## src/rtl/regfile_write_arbiter_pkg.sv

```systemverilog
// Shared types for the register-file write arbiter: data/id widths, write-enable
// encoding, register address width and the buffered muldiv result record.
package regfile_write_arbiter_pkg;

  localparam int XLEN  = 32;
  localparam int IID_W = 4;
  localparam int RF_AW = 5;

  typedef logic [XLEN-1:0]  UIntX;
  typedef logic [IID_W-1:0] IId;
  typedef logic [RF_AW-1:0] rf_addr_t;

  // Register-file write-enable encoding carried by the WB stage.
  localparam logic REN_X = 1'b0;
  localparam logic REN_S = 1'b1;

  localparam logic [0:0] ST_NORMAL   = 1'b0;
  localparam logic [0:0] ST_FORCE_MD = 1'b1;

  typedef struct packed {
    rf_addr_t addr;
    UIntX     data;
  } md_entry_t;

endpackage

```

## src/rtl/md_result_fifo.sv

```systemverilog
// Two-entry in-order buffer for muldiv results awaiting a register-file write port.
// The caller guarantees push only when not full and pop only when not empty.
module md_result_fifo
  import regfile_write_arbiter_pkg::*;
(
  input  logic      clk,
  input  logic      rst_n,
  input  logic      push,
  input  md_entry_t push_entry,
  input  logic      pop,
  output md_entry_t head,
  output logic [1:0] count
);

  md_entry_t  mem [2];
  logic       wr_ptr;
  logic       rd_ptr;
  logic [1:0] count_q;

  always_ff @(posedge clk) begin
    if (!rst_n) begin
      wr_ptr  <= 1'b0;
      rd_ptr  <= 1'b0;
      count_q <= 2'd0;
    end else begin
      if (push) begin
        mem[wr_ptr] <= push_entry;
        wr_ptr      <= ~wr_ptr;
      end
      if (pop) begin
        rd_ptr <= ~rd_ptr;
      end
      count_q <= count_q + {1'b0, push} - {1'b0, pop};
    end
  end

  assign head  = mem[rd_ptr];
  assign count = count_q;

endmodule

```

## src/rtl/regfile_write_arbiter.sv

```systemverilog
// Shares the single register-file write port between the WB stage and buffered
// muldiv results, forcing a muldiv write after STARVE_LIMIT consecutive denials.
module regfile_write_arbiter
  import regfile_write_arbiter_pkg::*;
#(
  parameter int STARVE_LIMIT = 4,
  parameter int FIFO_DEPTH   = 2
) (
  input  logic             clk,
  input  logic             rst_n,
  input  logic             wb_valid,
  input  IId               wb_inst_id,
  input  logic             wb_wen,
  input  logic [RF_AW-1:0] wb_addr,
  input  logic [XLEN-1:0]  wb_wdata,
  output logic             wb_stall,
  input  logic             md_valid,
  input  logic [RF_AW-1:0] md_addr,
  input  logic [XLEN-1:0]  md_wdata,
  output logic             md_ready,
  output logic             rf_wen,
  output logic [RF_AW-1:0] rf_waddr,
  output logic [XLEN-1:0]  rf_wdata,
  output logic [1:0]       md_count,
  output logic [0:0]       fsm_state
);

  localparam int              SW         = $clog2(STARVE_LIMIT + 1);
  localparam logic [SW-1:0]   STARVE_MAX = SW'(STARVE_LIMIT);
  localparam logic [1:0]      FULL_COUNT = 2'(FIFO_DEPTH);

  logic [0:0]       state_q, state_nxt;
  logic [SW-1:0]    starve_q, starve_nxt;
  IId               saved_id;
  logic             id_seen;
  logic             wb_new;
  logic             sel_wb, sel_md;
  logic             md_push;
  md_entry_t        md_head;
  logic [RF_AW-1:0] sel_addr;
  UIntX             sel_data;

  // Ready is based on the registered occupancy only; a same-cycle pop gives no credit.
  assign md_ready  = md_count < FULL_COUNT;
  assign md_push   = md_valid && md_ready;
  assign wb_stall  = (state_q == ST_FORCE_MD);
  assign wb_new    = wb_valid && !wb_stall && (!id_seen || wb_inst_id != saved_id);
  assign fsm_state = state_q;

  md_result_fifo u_fifo (
    .clk        (clk),
    .rst_n      (rst_n),
    .push       (md_push),
    .push_entry ({md_addr, md_wdata}),
    .pop        (sel_md),
    .head       (md_head),
    .count      (md_count)
  );

  always_comb begin
    sel_wb     = 1'b0;
    sel_md     = 1'b0;
    state_nxt  = state_q;
    starve_nxt = starve_q;
    case (state_q)
      ST_NORMAL: begin
        sel_wb = wb_new && (wb_wen == REN_S);
        sel_md = !sel_wb && (md_count != 2'd0);
        if (sel_md || md_count == 2'd0) starve_nxt = '0;
        else                            starve_nxt = starve_q + 1'b1;
        if (starve_nxt == STARVE_MAX) state_nxt = ST_FORCE_MD;
      end
      default: begin
        sel_md     = (md_count != 2'd0);
        starve_nxt = '0;
        state_nxt  = ST_NORMAL;
      end
    endcase
  end

  assign sel_addr = sel_wb ? wb_addr  : md_head.addr;
  assign sel_data = sel_wb ? wb_wdata : md_head.data;

  always_ff @(posedge clk) begin
    if (!rst_n) begin
      state_q  <= ST_NORMAL;
      starve_q <= '0;
      saved_id <= '0;
      id_seen  <= 1'b0;
      rf_wen   <= 1'b0;
      rf_waddr <= '0;
      rf_wdata <= '0;
    end else begin
      state_q  <= state_nxt;
      starve_q <= starve_nxt;
      if (wb_valid && !wb_stall) begin
        saved_id <= wb_inst_id;
        id_seen  <= 1'b1;
      end
      // Writes to x0 are consumed but never reach the register file.
      rf_wen <= (sel_wb || sel_md) && (sel_addr != '0);
      if (sel_wb || sel_md) begin
        rf_waddr <= sel_addr;
        rf_wdata <= sel_data;
      end
    end
  end

endmodule

```

## config.mk

```make
export PLATFORM = sky130hd
export DESIGN_NAME = regfile_write_arbiter
export DESIGN_NICKNAME = d
export VERILOG_FILES = /design/src/rtl/regfile_write_arbiter_pkg.sv /design/src/rtl/md_result_fifo.sv /design/src/rtl/regfile_write_arbiter.sv
export SDC_FILE = /design/constraint.sdc
export NUM_CORES = 1
export LEC_CHECK = 0
export ABC_AREA = 1
export BUFFER_PORTS_ARGS = -buffer_cell sky130_fd_sc_hd__buf_4
export CAP_MARGIN = 20
export CORE_MARGIN = 2
export CORE_UTILIZATION = 45
export CTS_BUF_LIST = sky130_fd_sc_hd__clkbuf_8 sky130_fd_sc_hd__clkbuf_16
export CTS_CLUSTER_SIZE = 40
export DETAILED_ROUTE_END_ITERATION = 10
export GPL_TIMING_DRIVEN = 0
export PLACE_DENSITY = 0.72
export SKIP_LAST_GASP = 1
export SLEW_MARGIN = 20
export SYNTH_ARGS = -nofsm -noshare
export SYNTH_HDL_FRONTEND = slang
export SYNTH_SLANG_ARGS = --single-unit
```

## constraint.sdc

```tcl
create_clock -name clk -period 4.9 [get_ports clk]
set_input_delay 0.49 -clock clk [delete_from_list [all_inputs] [get_ports clk]]
set_output_delay 0.49 -clock clk [all_outputs]
set_load 0.02 [all_outputs]
```

; ---- After elaboration in Yosys (flattened, before gate mapping)
; Memories as Yosys holds them, arrays and structs flattened. A register that Yosys moved wholly into a read port is not among the register bits.
; Cells that the tools add are included.
[word_totals]
ff_bits = 51
ram_bits = 74
input_bits = 83
mem_count = 1
[memory_table]
columns = name, words, word_bits, read_ports, rd_clocked_by_memory_dff, wr, line
row1 = u_fifo.mem, 2, 37, 1, 1, 1, md_result_fifo.sv:15  ; md_entry_t mem [2];
[op_classes]
add_sub_neg = 3
n_lt_le_gt_ge = 1
n_eq_ne = 2
n_mux = 12
bitwise = 3
reduce_logical = 16
[op_table]
columns = op, n
row1 = 2-to-1 mux 32 bit, 1
row2 = 2-to-1 mux 1 bit, 8
row3 = logical AND 1 bit, 6
row4 = 2-to-1 mux 3 bit, 2
row5 = 2-to-1 mux 5 bit, 1
row6 = nonzero test 5 bit, 1
row7 = != test 4 bit, 1
row8 = adder 3 x 1 -> 3 bit (second input constant), 1
row9 = == test 3 bit (second input constant), 1
row10 = logical NOT 1 bit, 3
row11 = logical OR 1 bit, 3
row12 = inverter 1 bit, 3
row13 = adder 2 x 1 -> 2 bit, 1
row14 = logical NOT 2 bit, 1
row15 = < comparator 2 bit (second input constant), 1
row16 = nonzero test 2 bit, 1
row17 = OR reduction 2 bit, 1
row18 = subtractor 2 x 1 -> 2 bit, 1

; ---- Logic depth before layout (Yosys ltp)
; Gate-level depths: netlist (run 1).
[logic_depth]
word_depth = 11
mapped_depth = 15
depth_no_buf = 14

; ---- Hierarchy
; From an unflattened synthesis (run 1), not the netlist that was laid out.
[hier_totals]
cells_unflattened = 498
area_unflattened_um2 = 5370.2
[modules_own_cells]
columns = module, instances, cells_each, area_per_inst_um2, seq_area_each_um2
row1 = md_result_fifo, 1, 145, 3044.2, 2322.2
row2 = regfile_write_arbiter, 1, 353, 2326.0, 940.9

; ---- Worst setup path before layout (run 1)
; Ideal clock, no wire load.
[synth_timing]
path_type = reg-to-reg
startpoint = register u_fifo.count_q[1], in the netlist u_fifo.count[1]
endpoint = memory u_fifo.mem[1][0] (netlist bit), enable pin
setup_time_ps = 477
t_arrival_ps = 3236
required_time_ps = 4423
path_slack_ps = 1187
stages_incl_launch_ff = 4
path_buffers = 0
period_less_slack_ps = 3713
path_cell_list = dfxtp_1 > inv_1 > nand2_1 > nor3_1
[synth_via]
elab_chain_cells = 5
[synth_rtl]
columns = item, line
row1 = "start, declared", md_result_fifo.sv:18  ; logic [1:0] count_q;
row2 = "start signal, assigned", md_result_fifo.sv:33  ; count_q <= count_q + {1'b0, push} - {1'b0, pop};
row3 = < comparator 2 bit, regfile_write_arbiter.sv:44  ; assign md_ready = md_count < FULL_COUNT;
row4 = via md_ready, regfile_write_arbiter.sv:20  ; output logic md_ready,
row5 = logical AND 1 bit, regfile_write_arbiter.sv:45  ; assign md_push = md_valid && md_ready;
row6 = 2-to-1 mux 1 bit, md_result_fifo.sv:26  ; if (push) begin
row7 = 2-to-1 mux 1 bit, md_result_fifo.sv:21  ; if (!rst_n) begin
row8 = 2-to-1 mux 1 bit (implied by the code), md_result_fifo.sv:27  ; mem[wr_ptr] <= push_entry;
row9 = "end, declared", md_result_fifo.sv:15
; The timed path passes the listed nets, and every way through them passes these cells.

; ---- Final worst setup path (run 1)
[layout_timing]
startpoint = register saved_id[0]
endpoint = register u_fifo.count_q[0], in the netlist u_fifo.count[0]
[layout_via]
elab_chain_cells = 8
[layout_rtl]
columns = item, line
row1 = "start, declared", regfile_write_arbiter.sv:34  ; IId saved_id;
row2 = "start signal, assigned", regfile_write_arbiter.sv:97  ; saved_id <= wb_inst_id;
row3 = != test 4 bit, regfile_write_arbiter.sv:47  ; assign wb_new = wb_valid && !wb_stall && (!id_seen || wb_inst_id != saved_id);
row4 = logical OR 1 bit, regfile_write_arbiter.sv:47
row5 = logical AND 1 bit, regfile_write_arbiter.sv:47
row6 = logical AND 1 bit, regfile_write_arbiter.sv:67  ; sel_wb = wb_new && (wb_wen == REN_S);
row7 = logical NOT 1 bit, regfile_write_arbiter.sv:68  ; sel_md = !sel_wb && (md_count != 2'd0);
row8 = logical AND 1 bit, regfile_write_arbiter.sv:68
row9 = 2-to-1 mux 1 bit, regfile_write_arbiter.sv:65  ; case (state_q)
row10 = subtractor 2 x 1 -> 2 bit, md_result_fifo.sv:33
; No other way between the ends.
; A chain may end at the register's enable or synchronous reset.

==> impl_metrics.ini, run 1 <==
[logic_synthesis]
yosysWarnings = 0
ys_async_sr_fraction_pct = 0
synth_flop_cell = edfxtp_1
synth-seq-cells = 126
ys_seq_area_share_pct = 66.55
yosysTopAreaCellShare_pct = 45.32
postSynthCellCount = 458
yosys.area.top_type = edfxtp_1
yosys.cell_types.count = 23
syn_avg_cell_area_um2 = 10.71
synth_edf_count = 74
syn_nets = 543
synth.area.top_cells = edfxtp_1 (45%), dfxtp_1 (21%), nand2_1 (11%)
syn_area_mm2 = 0.004903

[timing]
hold_violations = 0
grt_setup_unrepaired = no
tns_ns = 0
tightest_slew_ns = 0.6549
slew_viol_final = 0
clock_skew_ns = 0.006425
finalWorstSetupSlack_ns = 2.719
timing.final.crit_share_pct = 44.52
max_freq_ghz = 0.4584
period_minus_slack_ns = 2.181
maxSlewHeadroom_pct = 56.23
setup_viol_count_final = 0
holdWs_ns = 0.1558

[setup_path]
worstSetupPathType = reg2reg
cp.arrival_ns = 2.59
worstSetupEndpointType = flop
reg2reg_depth = 13
cp_max_fo = 10
startpoint_type = flop
cp.required_ns = 5.31

[routing]
vias = 3705
ant_nets = 0
drc_errors = 0
drt_iter0_drc = 229
firstDrtPassIters = 4
vias_per_cell = 4.875
routed_wl_um = 11030
wl_per_cell_um = 14.51

[clocking]
ctsHoldBuffers = 0
htreeDepth = 4
cts_tree = built
numCtsBuffers = 17
clk_latency_ns = 0.52
post_cts_resized = 0
cts_buffer_depth = 2
cts.sinks = 126
post_cts_buffers = 0
root_buffer = clkbuf_8
path_clk_slew_ns = 0.06

[floorplan]
die-area_mm2 = 0.01175
rows = 38
core_region_area_mm2 = 0.01075
die_w_um = 108.4
initial_core_util_pct = 45.63
fp.dieH_um = 108.4
pin_count = 126

[power]
ir_drop_uv = 243.2
power_leakage_nw = 2.933
p_per_area_mw_per_mm2 = 435.6

[global_route]
grt_usage_pct = 19.83
grt_max_degree = 20
grt_pass1_vias = 3606
grt-ovfl-total = 0
antenna_found_initial = 0
grt_pass1_wl_um = 17270

[cells_and_area]
area_delta_synth_final_pct = 35.44
antennaDiodeCount = 0
fin_nets = 692
final_cells = 760
final_layout_size_suffix_gt1_share_pct = 28.06

[hold_path]
whs_path_depth = 1
hold_path_class = in2reg

[placed_design]
dp_hpwl_um = 7861
dpl_worst_slack_ns = 2.450
place.gp.congestion = 0.7742
io_buffers = 125
dp_cells = 728

[run_status]
status = finished, final reports clean

[run]
max_cap_violations = 0
-- Yosys cell counts (2+ instances only) --
cell	number
nand2_1	142
edfxtp_1	74
o211ai_1	65
dfxtp_1	52
inv_1	50
nor2_1	17
clkbuf_1	13
a21oi_1	8
o21ai_0	7
buf_2	6
buf_6	4
mux2_2	4
nand3_1	4
ha_1	2
nor3_1	2
-- where the power goes --
part / internal (mW) / switching, mW
Clock: 0.754 / 0.419
Combinational: 0.198 / 0.273
Sequential: 1.21 / 0.0373
Total: 2.16 / 0.729
-- cell usage in the layout (no fill, tap or decap) --
master     instances
a21oi_1            8
buf_16             1
buf_2              6
buf_4            130
buf_6              4
bufinv_16          3
clkbuf_1          13
clkbuf_16         16
clkbuf_8           1
clkinv_1           2
clkinv_2           4
dfxtp_1           52
edfxtp_1          74
ha_1               2
inv_1             56
inv_2              1
mux2_2             4
nand2_1          142
nand3_1            4
nand3_2            1
nor2_1            16
nor2_4             1
nor3_1             1
nor3_2             1
nor3_4             1
nor3b_1            1
nor4_1             1
o211ai_1          65
o21ai_0            7
xnor2_1            1
xor2_1             1
-- critical path: stages, from the launching register on --
cell     delay (ns)
dfxtp_1        0.33
inv_1          0.06
nand2_1        0.05
nand2_1        0.06
nor2_1         0.12
nand3_2        0.13
nand2_1        0.13
buf_6          0.16
buf_2          0.23
buf_2          0.29
o21ai_0        0.12
ha_1           0.28
nand2_1        0.07
inv_1          0.03
-- state kept, by name, indices dropped and copies added, names as in the netlist, named ones only --
signal,flops
rf_wen,1
starve_q,3
saved_id,4
u_fifo.wr_ptr,1
u_fifo.count,2
u_fifo.mem,74
u_fifo.rd_ptr,1
rf_wdata,32
rf_waddr,5
id_seen,1
fsm_state,1
-- area by class of cell --
class | instances | area (µm²)
Buffer | 24 | 131.4
Clock buffer | 17 | 414.1
Clock inverter | 15 | 140.1
Fill cell | 878 | 4104
Inverter | 51 | 191.4
Multi-Input combinational cell | 257 | 1330
Sequential cell | 126 | 3263
Tap cell | 140 | 175.2
Timing Repair Buffer | 130 | 996.0
-- logic make-up (layout without fill, tap and decap cells) --
| kind of cell | count (synthesis) | after routing | share of synthesized area (%) |
|---|---|---|---|
| xor gates and xnor gates | 2 | 2 | 0.3573 |
| AOI/OAI and AO/OA | 80 | 80 | 11.48 |
| DFF | 126 | 126 | 66.55 |
| and+or+nand+nor | 169 | 169 | 13.60 |
| buffers and inverters | 75 | 237 | 6.583 |
| adders and majority gates | 2 | 2 | 0.5103 |
| muxes | 4 | 4 | 0.9185 |
-- metal layers --
layer	global-route usage [%]	vias up	share of wire [%]
met4	9.158	0	1.9
met1	23.97	1727	43
met2	32.75	102	50
met5	0	-	0
li1	-	1861	-
met3	5.847	15	5.9
-- final timing paths --
path                             from                     endpoint  slack [ns]
max          saved_id[0]$_SDFFE_PN0N_   u_fifo.count[0]$_SDFF_PN0_        2.72
max reg2reg  saved_id[0]$_SDFFE_PN0N_   u_fifo.count[0]$_SDFF_PN0_        2.72
min reg2reg  rf_waddr[3]$_SDFFE_PN0P_     rf_waddr[3]$_SDFFE_PN0P_        0.45
min                      md_wdata[10]  u_fifo.mem[0][10]$_DFFE_PP_        0.16
-- stage by stage --
stage | utilization, % | power [mW] | instance area (µm²)
floorplan | - | 1.529 | 4903
global placement | 56.00 | 1.726 | 6017
detailed placement | 56.65 | 1.745 | 6087
CTS | 61.81 | 2.917 | 6641
global route | 61.81 | 3.021 | 6641
finish | 61.81 | 2.893 | 6641
Note: power is estimated with default switching activity, not from simulation.
==> run 2, diff against run 1 <==
- PLACE_DENSITY: 0.72 -> 0.74
- clock period: 4.9 -> 2 ns (I/O delays scaled with it)
==> run 2 against run 1 <==
  * Setup slack lost 2.6 ns
  * Sequential power grew 150%
  * Die area is the same
  * Worst hold slack lost 0.093 ns
  * Highest routed layer unchanged
  * Wire length grew 14%
  * Utilization grew 7.5 points
  * Sequential share of layout area shrank 5.3 points
  * Register-to-register slack lost 2.6 ns
  * Cell area grew 12%
  * Non-clock buffer count grew 78
==> impl_metrics.ini, run 2 (same netlist as run 1, synthesis figures left out) <==
[power]
p_total_mw = 7.054
ir_drop_uv = 546.2
power_leakage_nw = 3.273
p_per_area_mw_per_mm2 = 946.9

[timing]
period_minus_slack_ns = 1.896
timing.final.crit_share_pct = 94.82
clock_skew_ns = 0.006920
hold_violations = 0
setup_viol_count_final = 0
maxSlewHeadroom_pct = 56.03
tns_ns = 0
slew_viol_final = 0
tightest_slew_ns = 0.6574
max_freq_ghz = 0.5273
grt_setup_unrepaired = yes

[clocking]
clk_latency_ns = 0.51
htreeDepth = 4
cts.sinks = 126
path_clk_slew_ns = 0.05
cts_tree = built
cts_buffer_depth = 2
root_buffer = clkbuf_8
numCtsBuffers = 17

[floorplan]
pin_count = 126
fp.dieH_um = 108.4
rows = 38
core_region_area_mm2 = 0.01075
initial_core_util_pct = 45.63
die-area_mm2 = 0.01175
die_w_um = 108.4

[cells_and_area]
fin_nets = 771
layout_commonest_cell = nand2_1
final_layout_size_suffix_gt1_share_pct = 27.61
largest_reg_flops = 74
final_area_mm2 = 0.007450
top_regs = u_fifo.mem: 74 flops, rf_wdata: 32 flops, rf_waddr: 5 flops
final_cells = 839
largest-register = u_fifo.mem
finish.utilization_pct = 69.33
most-common-layout-cells = nand2_1 (139), buf_4 (131), dlygate4sd3_1 (76)
area_delta_synth_final_pct = 51.93
antennaDiodeCount = 0

[setup_path]
cp.required_ns = 2.40
setup.worst_path.end = u_fifo.count[1]$_SDFF_PN0_
reg2reg_slack_ns = 0.10
cp.arrival_ns = 2.29
worstSetupEndpointType = flop
cp_max_fo = 10
crit_start = saved_id[1]$_SDFFE_PN0N_
worstSetupPathType = reg2reg
reg2reg_depth = 13
r2r_end = u_fifo.count[1]$_SDFF_PN0_
startpoint_type = flop
worstReg2RegStart = saved_id[1]$_SDFFE_PN0N_

[routing]
drt_iter0_drc = 210
drc_errors = 0
routed_wl_um = 12610
ant_nets = 0
firstDrtPassIters = 5
wl_per_cell_um = 15.03
vias = 4072
vias_per_cell = 4.853

[run_status]
status = finished, final reports clean

[placed_design]
dp_hpwl_um = 7656
place.gp.congestion = 0.7849
dp_cells = 725
io_buffers = 125
place_area_mm2 = 0.006068

[global_route]
grt_usage_pct = 22.52
antenna_found_initial = 0
grt_pass1_vias = 4151
grt-ovfl-total = 0
grt_max_degree = 20
grt_pass1_wl_um = 19710

[run]
max_cap_violations = 0

[hold_path]
hold_path_class = in2reg
==> run 2: cell count changes in the layout (fill, tap and decap cells not counted), moves of 4 or more <==
cell / change
dlygate4sd3_1: +76
clkbuf_1: -7
clkbuf_2: +7
buf_2: -4
nor2_1: -4
==> run 2: final cells by class <==
type	instances	area (µm²)
Fill cell	774	3296
Sequential cell	126	3263
Timing Repair Buffer	208	1767
Multi-Input combinational cell	258	1375
Clock buffer	18	427.9
Inverter	51	191.4
Tap cell	140	175.2
Buffer	24	161.4
Clock inverter	14	88.84
==> run 2: report_power, final <==
group          internal (mW)  total (mW)  switching [mW]
Clock                   1.63        2.66            1.03
Combinational          0.601        1.32           0.723
Sequential              2.97        3.07          0.0981
==> run 2: routing by layer <==
layer	vias to the layer above	share of wire, %	track usage, %
met5	-	0	0
met4	0	1.4	8.425
met3	16	5.3	6.028
met2	127	53	40.48
met1	1912	41	25.59
li1	2017	-	-
==> run 2: metrics by stage <==
stage / hold slack [ns] / setup slack (ns)
finish: 0.06303 / 0.1037
global route: 0.06593 / -0.01973
CTS: 0.02314 / -0.001185
detailed placement: 0.3885 / -0.2027
global placement: 0.3861 / -0.3900
floorplan: 0.2935 / 0.002274
==> run 2: worst min-delay path by stage <==
stage,end,slack (ns),start,cells past startpoint
final,rf_waddr[0]$_SDFFE_PN0P_,0.06,wb_addr[0],5
after global routing,rf_waddr[0]$_SDFFE_PN0P_,0.07,wb_addr[0],5
after global placement,u_fifo.mem[0][3]$_DFFE_PP_,0.39,md_wdata[3],1
after CTS,rf_waddr[3]$_SDFFE_PN0P_,0.02,wb_addr[3],5
after floorplan,u_fifo.count[0]$_SDFF_PN0_,0.29,rst_n,2
after detailed placement,u_fifo.mem[1][11]$_DFFE_PP_,0.39,md_wdata[11],1
==> run 2: timing repair <==
action                                 CTS  global route
setup buffers                            3             2
gates cloned                             1             0
pin swaps                                1             2
setup endpoints to repair               42            37
gates resized for setup                  6            24
endpoints found under the hold margin  115             0
hold buffers                            76             0
==> run 2: worst max-delay path: stages (launching register included) <==
cell	delay [ns]
dfxtp_1	0.34
inv_1	0.06
nand2_1	0.06
nand2_1	0.06
nor2_2	0.13
nand3_2	0.12
nand2_2	0.10
buf_6	0.15
buf_6	0.15
buf_8	0.14
o21ai_0	0.09
ha_1	0.21
nor2_1	0.12
nor2_1	0.06
